--- src/rtl/somador_pkg.sv ---
// Shared definitions for the bit-serial adder: FSM state encoding and default operand width.
package somador_pkg;

    localparam int N_PADRAO = 8;

    // 2'b11 is unused; the FSM recovers from it to IDLE.
    typedef enum logic [1:0] {
        IDLE = 2'b00,
        SOMA = 2'b01,
        FIM  = 2'b10
    } estado_t;

endpackage

--- src/rtl/somador_completo.sv ---
// One-bit combinational full adder, the single arithmetic cell reused every cycle by the serial adder.
module somador_completo (
    input  logic a,
    input  logic b,
    input  logic cin,
    output logic s,
    output logic cout
);

    assign s    = a ^ b ^ cin;
    assign cout = (a & b) | (cin & (a ^ b));

endmodule

--- src/rtl/somador_serial_8bits.sv ---
// Bit-serial N-bit unsigned adder: latches A/B on start, adds one bit per clock LSB first,
// and presents the (N+1)-bit sum with a one-cycle done pulse.
module somador_serial_8bits
    import somador_pkg::*;
#(
    parameter int N = N_PADRAO
) (
    input  logic         clk,
    input  logic         rst,
    input  logic         start,
    input  logic [N-1:0] A,
    input  logic [N-1:0] B,
    output logic         ready,
    output logic         busy,
    output logic         done,
    output logic [N:0]   S
);

    localparam int KW = (N > 1) ? $clog2(N) : 1;
    localparam logic [KW-1:0] K_ULTIMO = KW'(N - 1);

    estado_t       estado;
    estado_t       proximo;
    logic [N-1:0]  ra;
    logic [N-1:0]  rb;
    logic [N-1:0]  soma;
    logic          c;
    logic [KW-1:0] k;
    logic          s_bit;
    logic          c_out;

    somador_completo u_fa (
        .a    (ra[0]),
        .b    (rb[0]),
        .cin  (c),
        .s    (s_bit),
        .cout (c_out)
    );

    always_ff @(posedge clk) begin
        if (rst) estado <= IDLE;
        else     estado <= proximo;
    end

    always_comb begin
        proximo = IDLE;
        ready   = 1'b0;
        busy    = 1'b0;
        done    = 1'b0;
        case (estado)
            IDLE: begin
                ready   = 1'b1;
                proximo = start ? SOMA : IDLE;
            end
            SOMA: begin
                busy    = 1'b1;
                proximo = (k == K_ULTIMO) ? FIM : SOMA;
            end
            FIM: begin
                done    = 1'b1;
                proximo = IDLE;
            end
            default: proximo = IDLE;
        endcase
    end

    // S is loaded on the last SOMA edge so it is already valid during the FIM cycle.
    always_ff @(posedge clk) begin
        if (rst) begin
            ra   <= '0;
            rb   <= '0;
            soma <= '0;
            c    <= 1'b0;
            k    <= '0;
            S    <= '0;
        end else begin
            case (estado)
                IDLE: begin
                    if (start) begin
                        ra   <= A;
                        rb   <= B;
                        soma <= '0;
                        c    <= 1'b0;
                        k    <= '0;
                    end
                end
                SOMA: begin
                    ra   <= ra >> 1;
                    rb   <= rb >> 1;
                    c    <= c_out;
                    k    <= k + 1'b1;
                    soma <= {s_bit, soma[N-1:1]};
                    if (k == K_ULTIMO) S <= {c_out, s_bit, soma[N-1:1]};
                end
                default: ;
            endcase
        end
    end

endmodule

--- config.mk ---
export PLATFORM = sky130hd
export DESIGN_NAME = somador_serial_8bits
export DESIGN_NICKNAME = d
export VERILOG_FILES = /design/src/rtl/somador_pkg.sv /design/src/rtl/somador_completo.sv /design/src/rtl/somador_serial_8bits.sv
export SDC_FILE = /design/constraint.sdc
export NUM_CORES = 1
export LEC_CHECK = 0
export BUFFER_PORTS_ARGS = -buffer_cell sky130_fd_sc_hd__buf_2
export CAP_MARGIN = 10
export CORE_MARGIN = 4
export CORE_UTILIZATION = 52
export CTS_BUF_LIST = sky130_fd_sc_hd__clkbuf_16
export DETAILED_ROUTE_END_ITERATION = 8
export PLACE_DENSITY = 0.79
export SLEW_MARGIN = 30
export SYNTH_ARGS = -nofsm -noshare
export SYNTH_HDL_FRONTEND = slang
export SYNTH_SLANG_ARGS = --single-unit
--- constraint.sdc ---
create_clock -name clk -period 2 [get_ports clk]
set_clock_uncertainty 0.1 [all_clocks]
set_input_delay 0.4 -clock clk [delete_from_list [all_inputs] [get_ports clk]]
set_output_delay 0.4 -clock clk [all_outputs]
set_load 0.01 [all_outputs]
==> impl_metrics.yaml, run 1 <==
outcome:
  status: "finished, final reports clean"
global_routing:
  grt.total_usage: 0.161
  grt_overflow: 0
  grt_antenna_before_repair: 0
  grt_pass1_vias: 1165
  met3_usage: 0.0639
  use_met2: 0.275
  grt_max_degree: 39
  grt.busiest_layer: "met2"
  use_met1: 0.177
  grt_pass1_wl_um: 5060
floorplan:
  rows: 19
  initial_core_util: 0.559
  die_w_um: 63.2
  ios: 31
  core_area_sq_mm: 0.00283
  die_h_um: 63.2
  die_area_sq_mm: 0.00399
worst_hold_path:
  hold_path_end: "rb[7]"
  worstHoldStart: "B[7]"
  min_path_type: "input pin to flop"
  hold_path_depth: 3
timing:
  finalHoldViolations: 0
  setup_viol_count_final: 0
  rsz0062_at_grt: "no"
  tns_ps: 0
  worst_pin_slew_ps: 813
  slew_headroom: 0.457
  setup_ws_ps: 127
  max_clock_freq_mhz: 534
  period_minus_slack_ps: 1870
  hold_ws_ps: 278
  fin_crit_sh: 0.936
  slew_viol_final: 0
logic_synthesis:
  yosysUniqueCellTypes: 23
  netlist.area_leader.share: 0.481
  synth_area_leaders: "dfxtp_1 48%, mux2i_1 9.5%, a211oi_2 7.9%"
  yosys_warnings: 0
  syn-instance-count: 160
  synth.ff_latch_count: 38
  synthesis.area_sq_mm: 0.00158
  yosysTopAreaCell: "dfxtp_1"
  syn-num-nets: 182
  syn_avg_cell_area_sq_um: 9.89
  synth_seq_area_share: 0.481
clock_network:
  cts.sinks: 38
  cts_hold_buf: 0
  h-tree-depth: 2
  ctsResizeCount: 0
  cts_root_buf: "clkbuf_16"
  clk_latency_ps: 270
  cts_buffer_depth: 2
  cts_setup_buffers: 0
  path_clk_slew_ps: 50
  cts_inserted_buffers: 5
  tritoncts: "built"
setup_path:
  r2r_end: "ra[0]"
  crit_family: "flip-flops"
  cp_cell_sequence: "and2b_1, buf_2"
  crit_cells: 2
  critical_path.startpoint_type: "flop"
  path_buf_inv: 1
  cp_slowest_cell: "dfxtp_1"
  cp.arrival_ps: 1370
  rrSetupSlack_ps: 300
  critical_path_class: "flop to primary output"
  r2r_cells: 3
  max_stage_delay_ps: 500
  critPathCaptureType: "primary output"
  path_max_fanout: 12
  cp.required_ps: 1500
  r2r_start: "estado[0]"
drt:
  ant_nets: 0
  wl_per_cell_um: 13.1
  avgViaCountPerCell: 5.58
  drc_errors: 0
  drtPass1Iterations: 4
  vias: 1222
  dr.first_iter.drc_count: 38
  wl_um: 2870
pwr:
  powerDensity_mw_per_mm2: 908
  leakage_nw: 0.774
  irDropWorstVdd_mv: 0.523
placed_design:
  hpwl_um: 2010
  routabilityCongestion: 0.733
  post-place-ws_ps: 323
  portBuffers: 30
cells_and_area:
  final_nets: 210
  diodes: 0
  drive_gt1_frac: 0.266
  area_delta_synth_final_pct: 16.4
job:
  drv_cap: 0
## worst max-delay path by stage
stage / from / end / slack [ps]
final: estado[0] / busy / 130
after global routing: estado[0] / busy / 30
after CTS: estado[0] / busy / 120
after detailed placement: estado[0] / rb[2] / 320
after global placement: start / rb[7] / 380
after floorplan: k[0] / S[7] / 640
## area by class of cell
type / instances / area [sq um]
Clock inverter: 2 / 7.51
Inverter: 1 / 3.75
Tap cell: 31 / 38.8
Fill cell: 232 / 987
Sequential cell: 38 / 761
Clock buffer: 5 / 125
Timing Repair Buffer: 33 / 173
Multi-Input combinational cell: 109 / 733
## cell usage after synthesis, drive strengths merged
master / n
o21bai: 1
and2b: 1
nor3b: 1
nand2: 18
nor2: 29
nor3: 1
a22oi: 12
o21ba: 1
inv: 1
ha: 2
buf: 9
a211oi: 15
nand3b: 1
mux2i: 15
fa: 1
nor2b: 1
a21oi: 9
dfxtp: 38
and3b: 1
clkbuf: 3
## worst register-to-register path, cell delays in order (launching register included)
cell      delay (ps)
dfxtp_1          500
o21ba_2          630
nor2_1           160
a211oi_2         240
## flip-flops by register name, summed over array words and instances, names as in the netlist
register  flops
k             3
estado        2
soma          7
ra            8
S             9
c             1
rb            8
## per-layer routing
layer  vias to the layer above  wire length [um]
met1                       574              1170
met5                         -                 0
met3                         4               170
li1                        615                 -
met4                         0                44
met2                        29              1490
## where the power goes
part | total, W | leakage, nW | internal (W) | switching [W]
combinational | 0.000156 | 0.391 | 0.0000703 | 0.0000855
sequential | 0.000813 | 0.311 | 0.000792 | 0.0000216
clock | 0.000704 | 0.0723 | 0.000444 | 0.000260
total | 0.00167 | 0.774 | 0.00131 | 0.000367
## cells by family (layout without fill, tap and decap cells)
logic type / after synthesis / count (layout) / synth area share
adder cells (fa/ha/maj): 3 / 3 / 0.0285
buffers and inverters: 13 / 41 / 0.0561
AO/OA/AOI/OAI: 38 / 38 / 0.199
flip-flops: 38 / 38 / 0.481
AND/OR/NAND/NOR: 53 / 53 / 0.141
multiplexers: 15 / 15 / 0.0949
## stage by stage
step	instance area [sq um]	power [W]	instances	utilization
after detailed placement	1710	0.000986	212	0.604
after CTS	1840	0.00169	219	0.651
after floorplan	1580	0.000953	160	-
final	1840	0.00167	219	0.651
after global placement	1710	0.000978	212	0.604
after global routing	1840	0.00175	219	0.651
## placed cells by master, fill, tap and decap left out
cell type   n
dfxtp_1    38
nor2b_1     1
nor2_1     29
o21bai_1    1
buf_2      30
buf_4       3
ha_1        2
mux2i_1    15
nor3b_1     1
a22oi_1    12
fa_1        1
a211oi_2   10
clkbuf_16   5
nand3b_2    1
o21ba_2     1
a21oi_1     9
nor3_1      1
a211oi_1    5
and2b_1     1
nand2_1    18
and3b_1     1
inv_1       3
(Power assumes the default switching activity.)
==> inputs of run 2 (changes only) <==
- BUFFER_PORTS_ARGS: -buffer_cell sky130_fd_sc_hd__buf_2 -> -buffer_cell sky130_fd_sc_hd__clkbuf_2
==> run 2 against run 1 <==
  * Core utilization down 0.18 points
  * Critical path type unchanged
  * Critical path depth unchanged
  * Largest cell class unchanged
  * Wire length up 2.7%
  * Via count increased by 0.74%
  * Clock power increased by 2%
  * First-iteration DRC count rose by 68%
  * Flip-flop and latch count unchanged
  * Setup slack improved by 34 ps
==> impl_metrics.yaml, run 2 (synthesized netlist as in run 1, its figures left out) <==
floorplan:
  die_area_sq_mm: 0.00399
  die_h_um: 63.2
  ios: 31
  initial_core_util: 0.559
  core_area_sq_mm: 0.00283
  rows: 19
  die_w_um: 63.2
clock_network:
  cts_setup_buffers: 0
  clk_latency_ps: 280
  cts_inserted_buffers: 5
  path_clk_slew_ps: 50
  ctsResizeCount: 0
  tritoncts: "built"
  cts.sinks: 38
  cts_buffer_depth: 2
  cts_root_buf: "clkbuf_16"
  h-tree-depth: 2
  cts_hold_buf: 0
pwr:
  p_int_w: 0.00131
  irDropWorstVdd_mv: 0.751
  power_switching_w: 0.000380
  powerDensity_mw_per_mm2: 920
  swShare: 0.225
  seq_power_share: 0.480
  leakage_nw: 0.761
  clkPwrFrac: 0.426
  combPwrFrac: 0.093
setup_path:
  max_stage_delay_ps: 470
  cp.required_ps: 1500
  rrSetupSlack_ps: 340
  critical_path_class: "flop to primary output"
  r2r_start: "estado[1]"
  r2r_cells: 3
  cp_slowest_cell: "and2b_1"
  cp.arrival_ps: 1340
  path_max_fanout: 12
  r2r_end: "ra[5]"
  cp_cell_sequence: "and2b_1, clkbuf_2"
  critPathCaptureType: "primary output"
  critical_path.startpoint_type: "flop"
global_routing:
  grt.total_usage: 0.162
  grt_pass1_wl_um: 5200
  grt_antenna_before_repair: 0
  grt_overflow: 0
  grt_pass1_vias: 1246
  grt_max_degree: 39
drt:
  avgViaCountPerCell: 5.65
  wl_um: 2950
  wl_per_cell_um: 13.5
  drtPass1Iterations: 4
  vias: 1231
  drc_errors: 0
  dr.first_iter.drc_count: 64
  ant_nets: 0
cells_and_area:
  largest_register_ffs: 9
  diodes: 0
  fillers: 239
  drive_gt1_frac: 0.273
  area_delta_synth_final_pct: 16.0
  top_regs: "S x9, ra x8, rb x8"
  final_cell_mix: "38 x dfxtp_1, 30 x clkbuf_2, 29 x nor2_1, 18 x nand2_1, 15 x mux2i_1"
  final_common_cell: "dfxtp_1"
  regMostFlops: "S"
  final_nets: 209
placed_design:
  post-place-ws_ps: 325
  portBuffers: 30
  hpwl_um: 2030
  routabilityCongestion: 0.746
worst_hold_path:
  hold_path_end: "ra[7]"
  hold_path_depth: 3
  min_path_type: "input pin to flop"
  worstHoldStart: "A[7]"
timing:
  rsz0062_at_grt: "no"
  setup_ws_ps: 161
  setup_viol_count_final: 0
  worst_pin_slew_ps: 866
  slew_viol_final: 0
  slew_headroom: 0.422
  tns_ps: 0
  finalHoldViolations: 0
  fin_crit_sh: 0.920
  max_clock_freq_mhz: 544
  period_minus_slack_ps: 1840
job:
  drv_cap: 0
outcome:
  status: "finished, final reports clean"
==> run 2: cell types whose count changed in the layout (fill, tap and decap cells not counted) <==
| cell | change |
|---|---|
| inv_1 | -2 |
| clkinv_2 | +2 |
| clkbuf_2 | +30 |
| buf_2 | -30 |
| buf_4 | -1 |
==> run 2: per-stage QoR <==
stage	utilization	total power, W	instances	instance area [sq um]	hold WS (ps)
finish	0.649	0.00169	218	1840	275
global route	0.649	0.00176	218	1840	319
CTS	0.649	0.00171	218	1840	275
detailed placement	0.602	0.000985	211	1700	349
global placement	0.602	0.000976	211	1700	345
floorplan	-	0.000953	160	1580	332
==> run 2: worst max-delay path by stage <==
stage | end | cells after the start | startpoint | slack [ps]
after floorplan | S[7] | 6 | k[0] | 640
after global placement | rb[7] | 4 | start | 370
after detailed placement | rb[7] | 4 | start | 330
after CTS | busy | 2 | estado[1] | 160
after global routing | busy | 2 | estado[1] | 90
final | busy | 2 | estado[1] | 160
==> run 2: power groups by stage <==
stage / Clock (W) / Sequential [W] / Combinational (W)
finish: 0.000720 / 0.000812 / 0.000158
global route: 0.000768 / 0.000815 / 0.000175
CTS: 0.000741 / 0.000812 / 0.000160
detailed placement: 0 / 0.000828 / 0.000157
global placement: 0 / 0.000826 / 0.000151
floorplan: 0 / 0.000822 / 0.000132
==> run 2: layout make-up <==
cell class / count / area [sq um] / area share
Tap cell: 31 / 38.8 / 0.0211
Multi-Input combinational cell: 109 / 733 / 0.399
Inverter: 1 / 3.75 / 0.00204
Timing Repair Buffer: 32 / 165 / 0.0899
Clock inverter: 2 / 10.0 / 0.00545
Sequential cell: 38 / 761 / 0.414
Clock buffer: 5 / 125 / 0.0681
==> run 2: critical path, delay by kind of cell (launching register included) <==
kind,cells,cell delay [ps]
buf+inv,1,210
flops,1,380
simple gates,1,470
==> run 2: layer usage <==
layer	share of wire	global-route usage	vias up
li1	-	-	610
met1	0.41	0.169	588
met2	0.52	0.292	27
met3	0.055	0.0568	6
met4	0.014	0.0728	0
met5	0	0	-
==> inputs of run 3 (changes only) <==
- HOLD_SLACK_MARGIN: not set -> 0.02
- clock period: 2 -> 2.3 ns (I/O delays scaled with it)
==> run 3 against run 2 <==
  * Total power grew 1.4%
  * Critical path depth up 2
  * Setup slack gained 240 ps
  * Critical path type is now flop to flop
  * Die area unchanged
  * Via count down 4.1%
  * Clock power is 21% higher
  * Register-to-register slack improved by 60 ps
  * Sequential share of layout area decreased by 1.0 points
  * Hold slack improved by 59 ps
==> impl_metrics.yaml, run 3 (synthesized netlist as in run 1, its figures left out) <==
floorplan:
  initial_core_util: 0.559
  die_area_sq_mm: 0.00399
  core_area_sq_mm: 0.00283
  ios: 31
  die_w_um: 63.2
  die_h_um: 63.2
  rows: 19
drt:
  drc_errors: 0
  avgViaCountPerCell: 5.41
  dr.first_iter.drc_count: 56
  ant_nets: 0
  wl_per_cell_um: 13.4
  drtPass1Iterations: 4
  vias: 1180
  wl_um: 2930
placed_design:
  hpwl_um: 1940
  portBuffers: 30
  routabilityCongestion: 0.716
cells_and_area:
  diodes: 0
  drive_gt1_frac: 0.267
  area_delta_synth_final_pct: 19.0
  largest_register_ffs: 9
  top_regs: "S x9, ra x8, rb x8"
  final_common_cell: "dfxtp_1"
  final_cell_mix: "38 x dfxtp_1, 30 x clkbuf_2, 29 x nor2_1, 18 x nand2_1, 15 x mux2i_1"
  final_nets: 208
  regMostFlops: "S"
setup_path:
  cp.arrival_ps: 1980
  cp.required_ps: 2380
  path_buf_inv: 1
  critical_path.startpoint_type: "flop"
  r2r_cells: 4
  max_stage_delay_ps: 640
  r2r_start: "estado[0]"
  cp_cell_sequence: "buf_4, o21ba_2, nor2_1, a211oi_2"
  critPathCaptureType: "flop"
  critical_path_class: "flop to flop"
  cp-startpoint: "estado[0]"
  cp_slowest_cell: "o21ba_2"
  crit_family: "compound AO/OA/AOI/OAI gates"
  r2r_end: "ra[6]"
  path_max_fanout: 29
  rrSetupSlack_ps: 400
clock_network:
  cts.sinks: 38
  cts_buffer_depth: 2
  cts_inserted_buffers: 5
  clk_latency_ps: 280
  h-tree-depth: 2
  path_clk_slew_ps: 50
  tritoncts: "built"
  cts_root_buf: "clkbuf_16"
  ctsResizeCount: 0
  cts_hold_buf: 0
  cts_setup_buffers: 0
job:
  drv_cap: 0
timing:
  tns_ps: 0
  period_minus_slack_ps: 1900
  max_clock_freq_mhz: 527
  finalHoldViolations: 0
  slew_viol_final: 0
  rsz0062_at_grt: "no"
  slew_headroom: 0.449
  worst_pin_slew_ps: 827
  fin_crit_sh: 0.824
  setup_viol_count_final: 0
global_routing:
  grt_antenna_before_repair: 0
  grt_pass1_wl_um: 5110
  grt_pass1_vias: 1192
  grt_overflow: 0
  grt_max_degree: 39
  grt.total_usage: 0.162
pwr:
  powerDensity_mw_per_mm2: 910
  fin_total_pwr_w: 0.00171
  irDropWorstVdd_mv: 0.631
  leakage_nw: 0.778
worst_hold_path:
  hold_path_end: "rb[7]"
  hold_path_depth: 3
  min_path_type: "input pin to flop"
  worstHoldStart: "B[7]"
outcome:
  status: "finished, final reports clean"
==> run 3: cell count changes in the layout (fill, tap and decap cells not counted) <==
cell / change
buf_4: -1
bufinv_16: +2
clkinv_1: +1
clkinv_2: -2
==> run 3: worst max path at each step <==
stage / to / cells after the start / slack, ps
floorplan: done / 3 / 940
global placement: rb[3] / 4 / 580
detailed placement: rb[1] / 4 / 470
CTS: ra[6] / 4 / 400
global route: rb[6] / 4 / 250
finish: ra[6] / 4 / 400
==> run 3: metrics by stage <==
| stage | instances | hold WS [ps] | setup WS (ps) | area (sq um) | util |
|---|---|---|---|---|---|
| finish | 218 | 335 | 404 | 1880 | 0.666 |
| global route | 218 | 331 | 253 | 1880 | 0.666 |
| CTS | 218 | 329 | 401 | 1880 | 0.666 |
| detailed placement | 210 | 350 | 474 | 1690 | 0.599 |
| global placement | 210 | 344 | 576 | 1690 | 0.599 |
| floorplan | 160 | 332 | 937 | 1580 | - |
==> run 3: power breakdown <==
part / switching, W / internal, W / leakage (nW)
clock: 0.000255 / 0.000617 / 0.0915
combinational: 0.0000780 / 0.0000592 / 0.376
sequential: 0.0000172 / 0.000688 / 0.311
==> run 3: per-layer routing <==
layer	global-route usage	wire [um]
met1	0.169	1290
met2	0.286	1460
met3	0.0746	138
met4	0.0566	41
met5	0	0
==> run 3: tightest hold or removal path, cell delays in order <==
cell	delay (ps)
clkbuf_2	80
a22oi_1	50
nor2_1	80
==> run 3: area by class of cell <==
class | count | area, sq um
multi-input cells | 109 | 733
clock inverters | 3 | 63.8
fillers | 218 | 946
repair buffers | 31 | 158
clock buffers | 5 | 125
flip-flops and latches | 38 | 761
well taps | 31 | 38.8
inverters | 1 | 3.75
